## config.mk

```make
export PLATFORM = sky130hd
export DESIGN_NAME = adc_scan_sequencer
export DESIGN_NICKNAME = d
export VERILOG_FILES = /design/src/rtl/adc_scan_sequencer.sv
export SDC_FILE = /design/constraint.sdc
export NUM_CORES = 1
export LEC_CHECK = 0
export BUFFER_PORTS_ARGS = -buffer_cell sky130_fd_sc_hd__buf_2
export CAP_MARGIN = 20
export CORE_UTILIZATION = 60
export DETAILED_ROUTE_END_ITERATION = 10
export PLACE_DENSITY = 0.79
export RECOVER_POWER = 100
export SLEW_MARGIN = 5
export SYNTH_ARGS = -nofsm -noshare
export SYNTH_HDL_FRONTEND = slang
export SYNTH_SLANG_ARGS = --single-unit
```

## constraint.sdc

```tcl
create_clock -name clk -period 4.3 [get_ports clk]
set_clock_uncertainty 0.05 [all_clocks]
set_input_delay 0.43 -clock clk [delete_from_list [all_inputs] [get_ports clk]]
set_output_delay 0.43 -clock clk [all_outputs]
set_load 0.02 [all_outputs]
```

## src/rtl/adc_scan_sequencer.sv

```systemverilog
// -----------------------------------------------------------------------------
// adc_scan_sequencer
//   Drives an MCP3008-class 8-channel 10-bit SPI ADC to convert a set of
//   channels in ascending index order. Each conversion result is stored in an
//   8x10 result file and is also emitted as a one-cycle result stream.
//   The scan can run once or repeat automatically.
//
// Ports
//   clk           system clock; all logic runs on its rising edge
//   rst_n         synchronous reset, active-low
//   ch_enable     channel mask; bit i set means channel i is scanned
//   single_ended  1 = single-ended conversion, 0 = pseudo-differential
//   scan_start    one-cycle pulse that starts a scan from idle
//   continuous    1 = start a new scan automatically after each one ends
//   busy          high from an accepted start until the scan is complete
//   sclk/cs_n     ADC serial clock (idles low) and chip select (active-low)
//   mosi/miso     ADC DIN / DOUT
//   result_valid  one-cycle pulse; result_ch/result_data carry a new result
//   result_ch     channel of the current result
//   result_data   conversion value, bit 9 = MSB
//   scan_done     one-cycle pulse that comes with the last result of a scan
//   rd_ch/rd_data combinational read port of the result file
// -----------------------------------------------------------------------------
module adc_scan_sequencer #(
  parameter int CLK_DIV = 27,  // clk cycles per sclk half-period
  parameter int CSH_CYC = 27,  // clk cycles cs_n stays high between frames
  parameter int GAP_CYC = 0    // idle cycles before a continuous re-arm
) (
  input  logic       clk,
  input  logic       rst_n,
  input  logic [7:0] ch_enable,
  input  logic       single_ended,
  input  logic       scan_start,
  input  logic       continuous,
  output logic       busy,
  output logic       sclk,
  output logic       cs_n,
  output logic       mosi,
  input  logic       miso,
  output logic       result_valid,
  output logic [2:0] result_ch,
  output logic [9:0] result_data,
  output logic       scan_done,
  input  logic [2:0] rd_ch,
  output logic [9:0] rd_data
);

  localparam int CW = 16;
  localparam logic [CW-1:0] DIV_LAST = CW'(CLK_DIV - 1);
  localparam logic [CW-1:0] CSH_LAST = CW'(CSH_CYC - 1);
  localparam logic [CW-1:0] GAP_LAST = (GAP_CYC > 0) ? CW'(GAP_CYC - 1) : '0;

  typedef enum logic [2:0] {S_IDLE, S_SETUP, S_SHIFT, S_CSHOLD, S_GAP} state_t;

  state_t        state;
  logic [CW-1:0] cnt;       // cycle counter within the current phase
  logic [4:0]    bit_idx;   // sclk rising edge number in the frame, 1..17
  logic [7:0]    pend;      // channels of this scan not yet converted
  logic [2:0]    cur_ch;
  logic          sgl;
  logic [9:0]    shreg;
  logic [9:0]    rfile [8];
  logic [7:0]    pend_clr;

  // Lowest set bit of a channel mask (0 when the mask is empty).
  function automatic logic [2:0] lowest_ch(input logic [7:0] m);
    lowest_ch = 3'd0;
    for (int i = 7; i >= 0; i--) begin
      if (m[i]) lowest_ch = 3'(i);
    end
  endfunction

  // DIN bit presented before sclk rising edge n: start, SGL/DIFF, D2..D0.
  function automatic logic cmd_bit(input logic [4:0] n, input logic s,
                                   input logic [2:0] ch);
    case (n)
      5'd1:    cmd_bit = 1'b1;
      5'd2:    cmd_bit = s;
      5'd3:    cmd_bit = ch[2];
      5'd4:    cmd_bit = ch[1];
      5'd5:    cmd_bit = ch[0];
      default: cmd_bit = 1'b0;
    endcase
  endfunction

  assign pend_clr = pend & ~(8'b1 << cur_ch);
  assign rd_data  = rfile[rd_ch];

  // NOTE: every register in this block, including the result file, is
  // assigned with <= so all reads within a cycle see pre-edge values; the file
  // is cleared by reset because its all-zero contents are observable state.
  always_ff @(posedge clk) begin
    if (!rst_n) begin
      state        <= S_IDLE;
      cnt          <= '0;
      bit_idx      <= '0;
      pend         <= '0;
      cur_ch       <= '0;
      sgl          <= 1'b0;
      shreg        <= '0;
      busy         <= 1'b0;
      sclk         <= 1'b0;
      cs_n         <= 1'b1;
      mosi         <= 1'b0;
      result_valid <= 1'b0;
      result_ch    <= '0;
      result_data  <= '0;
      scan_done    <= 1'b0;
      for (int i = 0; i < 8; i++) rfile[i] <= '0;
    end else begin
      result_valid <= 1'b0;
      scan_done    <= 1'b0;
      // The file is written at the end of the result_valid cycle, so a read
      // in that same cycle still returns the previous entry.
      if (result_valid) rfile[result_ch] <= result_data;

      case (state)
        S_IDLE: begin
          if (scan_start && ch_enable != 8'd0) begin
            pend   <= ch_enable;
            sgl    <= single_ended;
            cur_ch <= lowest_ch(ch_enable);
            busy   <= 1'b1;
            cs_n   <= 1'b0;
            mosi   <= 1'b1;
            cnt    <= '0;
            state  <= S_SETUP;
          end
        end

        S_SETUP: begin
          if (cnt == DIV_LAST) begin
            cnt     <= '0;
            sclk    <= 1'b1;
            bit_idx <= 5'd1;
            state   <= S_SHIFT;
          end else begin
            cnt <= cnt + 1'b1;
          end
        end

        S_SHIFT: begin
          if (cnt != DIV_LAST) begin
            cnt <= cnt + 1'b1;
          end else begin
            cnt <= '0;
            if (sclk) begin
              // End of a high half: sample DOUT, then fall and present the
              // bit for the next rising edge.
              sclk <= 1'b0;
              if (bit_idx >= 5'd8) shreg <= {shreg[8:0], miso};
              mosi <= cmd_bit(5'(bit_idx + 5'd1), sgl, cur_ch);
            end else if (bit_idx == 5'd17) begin
              cs_n         <= 1'b1;
              mosi         <= 1'b0;
              result_valid <= 1'b1;
              result_ch    <= cur_ch;
              result_data  <= shreg;
              pend         <= pend_clr;
              scan_done    <= (pend_clr == 8'd0);
              state        <= S_CSHOLD;
            end else begin
              sclk    <= 1'b1;
              bit_idx <= 5'(bit_idx + 5'd1);
            end
          end
        end

        S_CSHOLD: begin
          if (cnt != CSH_LAST) begin
            cnt <= cnt + 1'b1;
          end else begin
            cnt <= '0;
            if (pend != 8'd0) begin
              cur_ch <= lowest_ch(pend);
              cs_n   <= 1'b0;
              mosi   <= 1'b1;
              state  <= S_SETUP;
            end else if (!continuous) begin
              busy  <= 1'b0;
              state <= S_IDLE;
            end else if (GAP_CYC > 0) begin
              state <= S_GAP;
            end else if (ch_enable != 8'd0) begin
              pend   <= ch_enable;
              sgl    <= single_ended;
              cur_ch <= lowest_ch(ch_enable);
              cs_n   <= 1'b0;
              mosi   <= 1'b1;
              state  <= S_SETUP;
            end else begin
              busy  <= 1'b0;
              state <= S_IDLE;
            end
          end
        end

        S_GAP: begin
          if (cnt != GAP_LAST) begin
            cnt <= cnt + 1'b1;
          end else begin
            cnt <= '0;
            if (ch_enable != 8'd0) begin
              pend   <= ch_enable;
              sgl    <= single_ended;
              cur_ch <= lowest_ch(ch_enable);
              cs_n   <= 1'b0;
              mosi   <= 1'b1;
              state  <= S_SETUP;
            end else begin
              busy  <= 1'b0;
              state <= S_IDLE;
            end
          end
        end

        default: state <= S_IDLE;
      endcase
    end
  end

endmodule
```

Yosys cells after proc, flatten, opt, wreduce, memory -nomap -nowiden
Memories as Yosys holds them, arrays and structs flattened.
Index checks and enable logic that the tools add are counted.
{"block": "totals", "latch_bits": 0, "mem_bits_ro": 0, "in_bits": 17, "mem_bits_rw": 80, "word_cells": 178, "ff_bits": 65, "memories": 1}
{"block": "classes", "multipliers": 0, "bitwise": 7, "add_sub_neg": 2, "n_reduce_logical": 26, "n_mux": 101, "shift": 1, "magnitude_cmp": 1, "n_div": 0, "eq_ne": 24}
{"name": "rfile", "depth": 8, "width": 10, "rd": 1, "rd_ports_with_merged_regs": 0, "wr": 8, "line": "62", "source": "logic [9:0] rfile [8];"}
{"cell": "$mux W3", "count": 30}
{"cell": "$mux W8", "count": 9}
{"cell": "$mux W16", "count": 4}
{"cell": "$pmux W16 S4", "count": 1}
{"cell": "$mux W1", "count": 42}
{"cell": "$pmux W8 S4", "count": 1}
{"cell": "$mux W5", "count": 4}
{"cell": "$ne A2 B2 Y1 const B", "count": 10}
{"cell": "$add A16 B1 Y16 const B", "count": 1}
{"cell": "$eq A16 B5 Y1 const B", "count": 1}
{"cell": "$ne A16 B5 Y1 const B", "count": 1}
{"cell": "$reduce_bool A16 Y1", "count": 1}
{"cell": "$reduce_bool A8 Y1", "count": 2}
{"cell": "$pmux W3 S5", "count": 1}
{"cell": "$reduce_and A5 Y1", "count": 3}
{"cell": "$reduce_and A7 Y1", "count": 2}
{"cell": "$eq A5 B2 Y1 const B", "count": 2}
{"cell": "$eq A5 B3 Y1 const B", "count": 2}
{"cell": "$mux W10", "count": 1}
{"cell": "$pmux W5 S2", "count": 1}
{"cell": "$reduce_or A10 Y1", "count": 1}
{"cell": "$pmux W3 S3", "count": 1}
{"cell": "$reduce_and A9 Y1", "count": 1}
{"cell": "$and A8 B8 Y8", "count": 1}
{"cell": "29 further kinds", "count": 39}

Longest topological paths before layout
{"block": "logic_depth", "depth_word": 13, "mapped_depth": 9}

Worst setup path after synthesis
No wires, ideal clock.
{"block": "synth_path", "path_kind": "reg-to-reg", "from": "register cnt[0]", "to": "register pend[2]", "path_buffers": 2, "arrival_time_ns": 2.255, "stages_incl_launch_ff": 10, "setup_slack_ns": 1.877, "required_time_ns": 4.133, "path_cell_list": "dfxtp_1 inv_1 ha_1 or3b_2 or4_1 buf_4 o21ai_4 buf_6 nand4_1 a32o_1"}
{"block": "synth_via", "elab_chain_cells": 3}
{"item": "from (decl)", "line": "56", "source": "logic [CW-1:0] cnt;"}
{"item": "from (signal assigned)", "line": "138", "source": "cnt <= cnt + 1'b1;"}
{"item": "from (signal assigned)", "line": "144", "source": "cnt <= cnt + 1'b1;"}
{"item": "from (signal assigned)", "line": "171", "source": "cnt <= cnt + 1'b1;"}
{"item": "$ne A16 B5 Y1 or $reduce_bool A16 Y1 (tied branches)", "line": "143, 170, 199"}
{"item": "$ne A2 B2 Y1 (no source line)"}
{"item": "$reduce_and A9 Y1 (no source line) *"}
{"item": "to (signal assigned)", "line": "159", "source": "pend <= pend_clr;"}
{"item": "to (signal assigned)", "line": "185", "source": "pend <= ch_enable;"}
{"item": "to (signal assigned)", "line": "204", "source": "pend <= ch_enable;"}
{"item": "to (decl)", "line": "58", "source": "logic [7:0] pend;"}
Every way passes the cells marked *; elsewhere a longest branch is shown, timed or not.
A chain may end at the register's enable or synchronous reset.

Worst setup path after layout
{"block": "layout_path", "from": "input port rd_ch[0]", "to": "output port rd_data[3]"}
{"block": "layout_via", "elab_chain_cells": 1}
{"item": "from (decl)", "line": "44", "source": "input logic [2:0] rd_ch,"}
{"item": "$mem_v2 Z8 W10"}
{"item": "to (decl)", "line": "45", "source": "output logic [9:0] rd_data"}
Every way passes these cells.

==> reports/metrics.cfg <==
[global_routing]
grt_pass1_vias=4811
grt_max_degree=30
grt_antenna_before_repair=0
gr-total-overflow=0
track_usage_pct=27.67
grt_pass1_wl_um=24560

[drt]
drtIter0Drc=357
drt-pass1-iter-count=6
drc=0
route.detailed.wl_per_inst_um=18.64
avgViaCountPerCell=6.100
num_vias=5069
wl_um=15490
ant_nets=0

[yosys]
synth.avg_cell_area_um2=11.08
synthFlopType=edfxtp_1
synth_top_cells_by_area=edfxtp_1 34%, dfxtp_1 18%, and2_1 7.3%
synth_top_area_cell=edfxtp_1
synth_cell_types=63
synth-xor-area-share_pct=1.870
synth_simple_gate_area_share_pct=20.27
synth_mux_area_share_pct=9.868
syn-num-nets=663
synth_top_family_by_area=simple AND/OR/NAND/NOR gates
synth_top_area_share_pct=34.20
synth_commonest_cells=82 x and2_1, 80 x edfxtp_1, 64 x dfxtp_1, 56 x nor2_1, 54 x nand2_1
ys_seq_area_share_pct=52.44
yosys.area_share.adder_pct=2.138
synth_edf_count=80
yosysMostFrequentCell=and2_1
synth-seq-cells=144
synth-compound-area-share_pct=10.72
ys_warn_count=0
async_flop_share_pct=0
netlist_instances=634
synthesis.area_um2=7024

[critical_path]
crit_path_end_kind=output pin
max_stage_delay_ns=1.20
crit_buf_inv=2
critPathRequiredTime_ns=3.82
crit_top_cell=clkbuf_1
cp_top_family=buffers and inverters
crit_type=in -> out
critPathMaxFanout=20
cp.arrival_ns=2.79
cp-start-kind=input pin
slowest_stage=clkbuf_1
crit_chain=clkbuf_1 > mux4_2 > mux2_2 > clkbuf_1

[timing]
maxSlewHeadroom_pct=-12.55
fin_crit_sh_pct=76.00
slew_viol_final=33
setup_viol=0
tns_ns=0
period_minus_slack_ns=3.268
max_clock_freq_ghz=0.3060
worstMarginPinSlew_ns=1.688
rsz0062_at_grt=false
hold_violations=0

[finish]
stdcell_count=831
drive_gt1_share_pct=11.63
diodes=0
fin_nets=704
nFillCells=857
fin_area_um2=7825
area_growth_syn_to_layout_pct=11.40

[clock_tree]
cts_tree=built
cts.clk_slew.worst_paths_ns=0.06
cts_setup_buffers=0
clock_sinks=144
cts-hold-fix-buffers=0
post_cts_resized=0
insertion_delay_ns=0.42
cts_buffer_depth=2
ctsRootBufferMaster=clkbuf_16
cts_buffers=17
htree_levels=4

[hold_path]
hp-class=in -> reg

[floorplanning]
fp.dieH_um=110.2
io-pin-count=46
num_rows=39
die_w_um=110.2
die-area_um2=12140
start_util_pct=61.52
core_region_area_um2=11420

[pwr]
leakage_nw=2.735
p_per_area_nw_per_um2=489.1
irDropWorstVdd_mv=0.3272

[placement]
placedCellCount=798
hpwl_um=10340
portBuffers=45
placed_cell_area_um2=7348
place.gp.congestion=0.8959

[status]
violations=max-capacitance violations, max-slew violations
outcome=finished, violations left

[job]
maxCapViolCount=3

sequential cells by signal, summed over array words and instances, names as in the netlist, 2 cells and up:
name	count
cur_ch	3
result_ch	3
pend	8
shreg	10
bit_idx	5
state	2
cnt	16
result_data	10
rfile	80
per-layer routing:
| layer | wire length [µm] | up-vias | GRT usage [%] | part of all wire [%] |
|---|---|---|---|---|
| li1 | - | 2419 | - | - |
| met1 | 6423 | 2441 | 33.40 | 41 |
| met3 | 837 | 24 | 5.879 | 5.4 |
| met2 | 7953 | 185 | 47.77 | 51 |
| met4 | 272 | 0 | 12.12 | 1.8 |
| met5 | 0 | - | 0 | 0 |
path summary, 6_finish.rpt:
check	from	end	slack (ns)	cells after the start
setup / recovery	rd_ch[0]	rd_data[3]	1.03	4
hold / removal	single_ended	sgl	0.20	3
setup reg to reg	cnt[0]	shreg[2]	1.24	8
hold reg to reg	shreg[9]	result_data[9]	0.42	2
where the power goes:
part / internal (mW) / total, mW / switching, mW
clock: 0.820 / 1.37 / 0.550
sequential: 1.55 / 1.65 / 0.108
combinational: 0.301 / 0.804 / 0.503
metrics by stage:
stage / setup WS, ns / power [mW] / hold slack [ns] / utilization [%]
4_1_cts: 1.405 / 3.833 / 0.1953 / 69.18
5_1_grt: 0.7439 / 3.984 / 0.2316 / 68.53
6_report: 1.032 / 3.827 / 0.2002 / 68.53
2_1_floorplan: 1.877 / 2.305 / 0.3860 / -
3_5_place_dp: 1.403 / 2.473 / 0.4227 / 64.35
3_3_place_gp: 1.553 / 2.439 / 0.4025 / 64.35
area by class of cell:
type	instances	area, µm²	share of cell area (%)
Clock buffer	22	464.2	5.932
Clock inverter	10	86.33	1.103
Multi-Input combinational cell	445	3134	40.05
Tap cell	143	178.9	2.287
Inverter	13	48.80	0.6236
Timing Repair Buffer	54	229.0	2.926
Sequential cell	144	3684	47.07
placed cells by master, fill, tap and decap left out, types with 13 or more instances in the layout:
master and instances:
edfxtp_1 80, clkbuf_16 17, mux2i_1 13, clkbuf_1 40
a21oi_1 27, and2_1 35, dfxtp_1 64, inv_1 13
nor2_1 56, and2_0 47, mux4_2 20, buf_2 15
xnor2_1 14, nand2_1 54, o21ai_0 23
cell families (layout without fill, tap and decap cells):
family	after synthesis	in the layout
buffers and inverters	45	99
DFF	144	144
and+or+nand+nor	268	268
xor gates and xnor gates	15	15
muxes	43	43
adders and majority gates	12	12
AOI/OAI and AO/OA	107	107
worst reg2reg max path: stages, from the launching register on:
cell	delay, ns
dfxtp_1	0.33
inv_1	0.10
ha_1	0.14
or3b_2	0.45
nor4_1	0.82
o2111ai_1	0.43
clkbuf_1	0.34
mux2i_1	0.22
nor2_1	0.06
(Power assumes the default switching activity.)
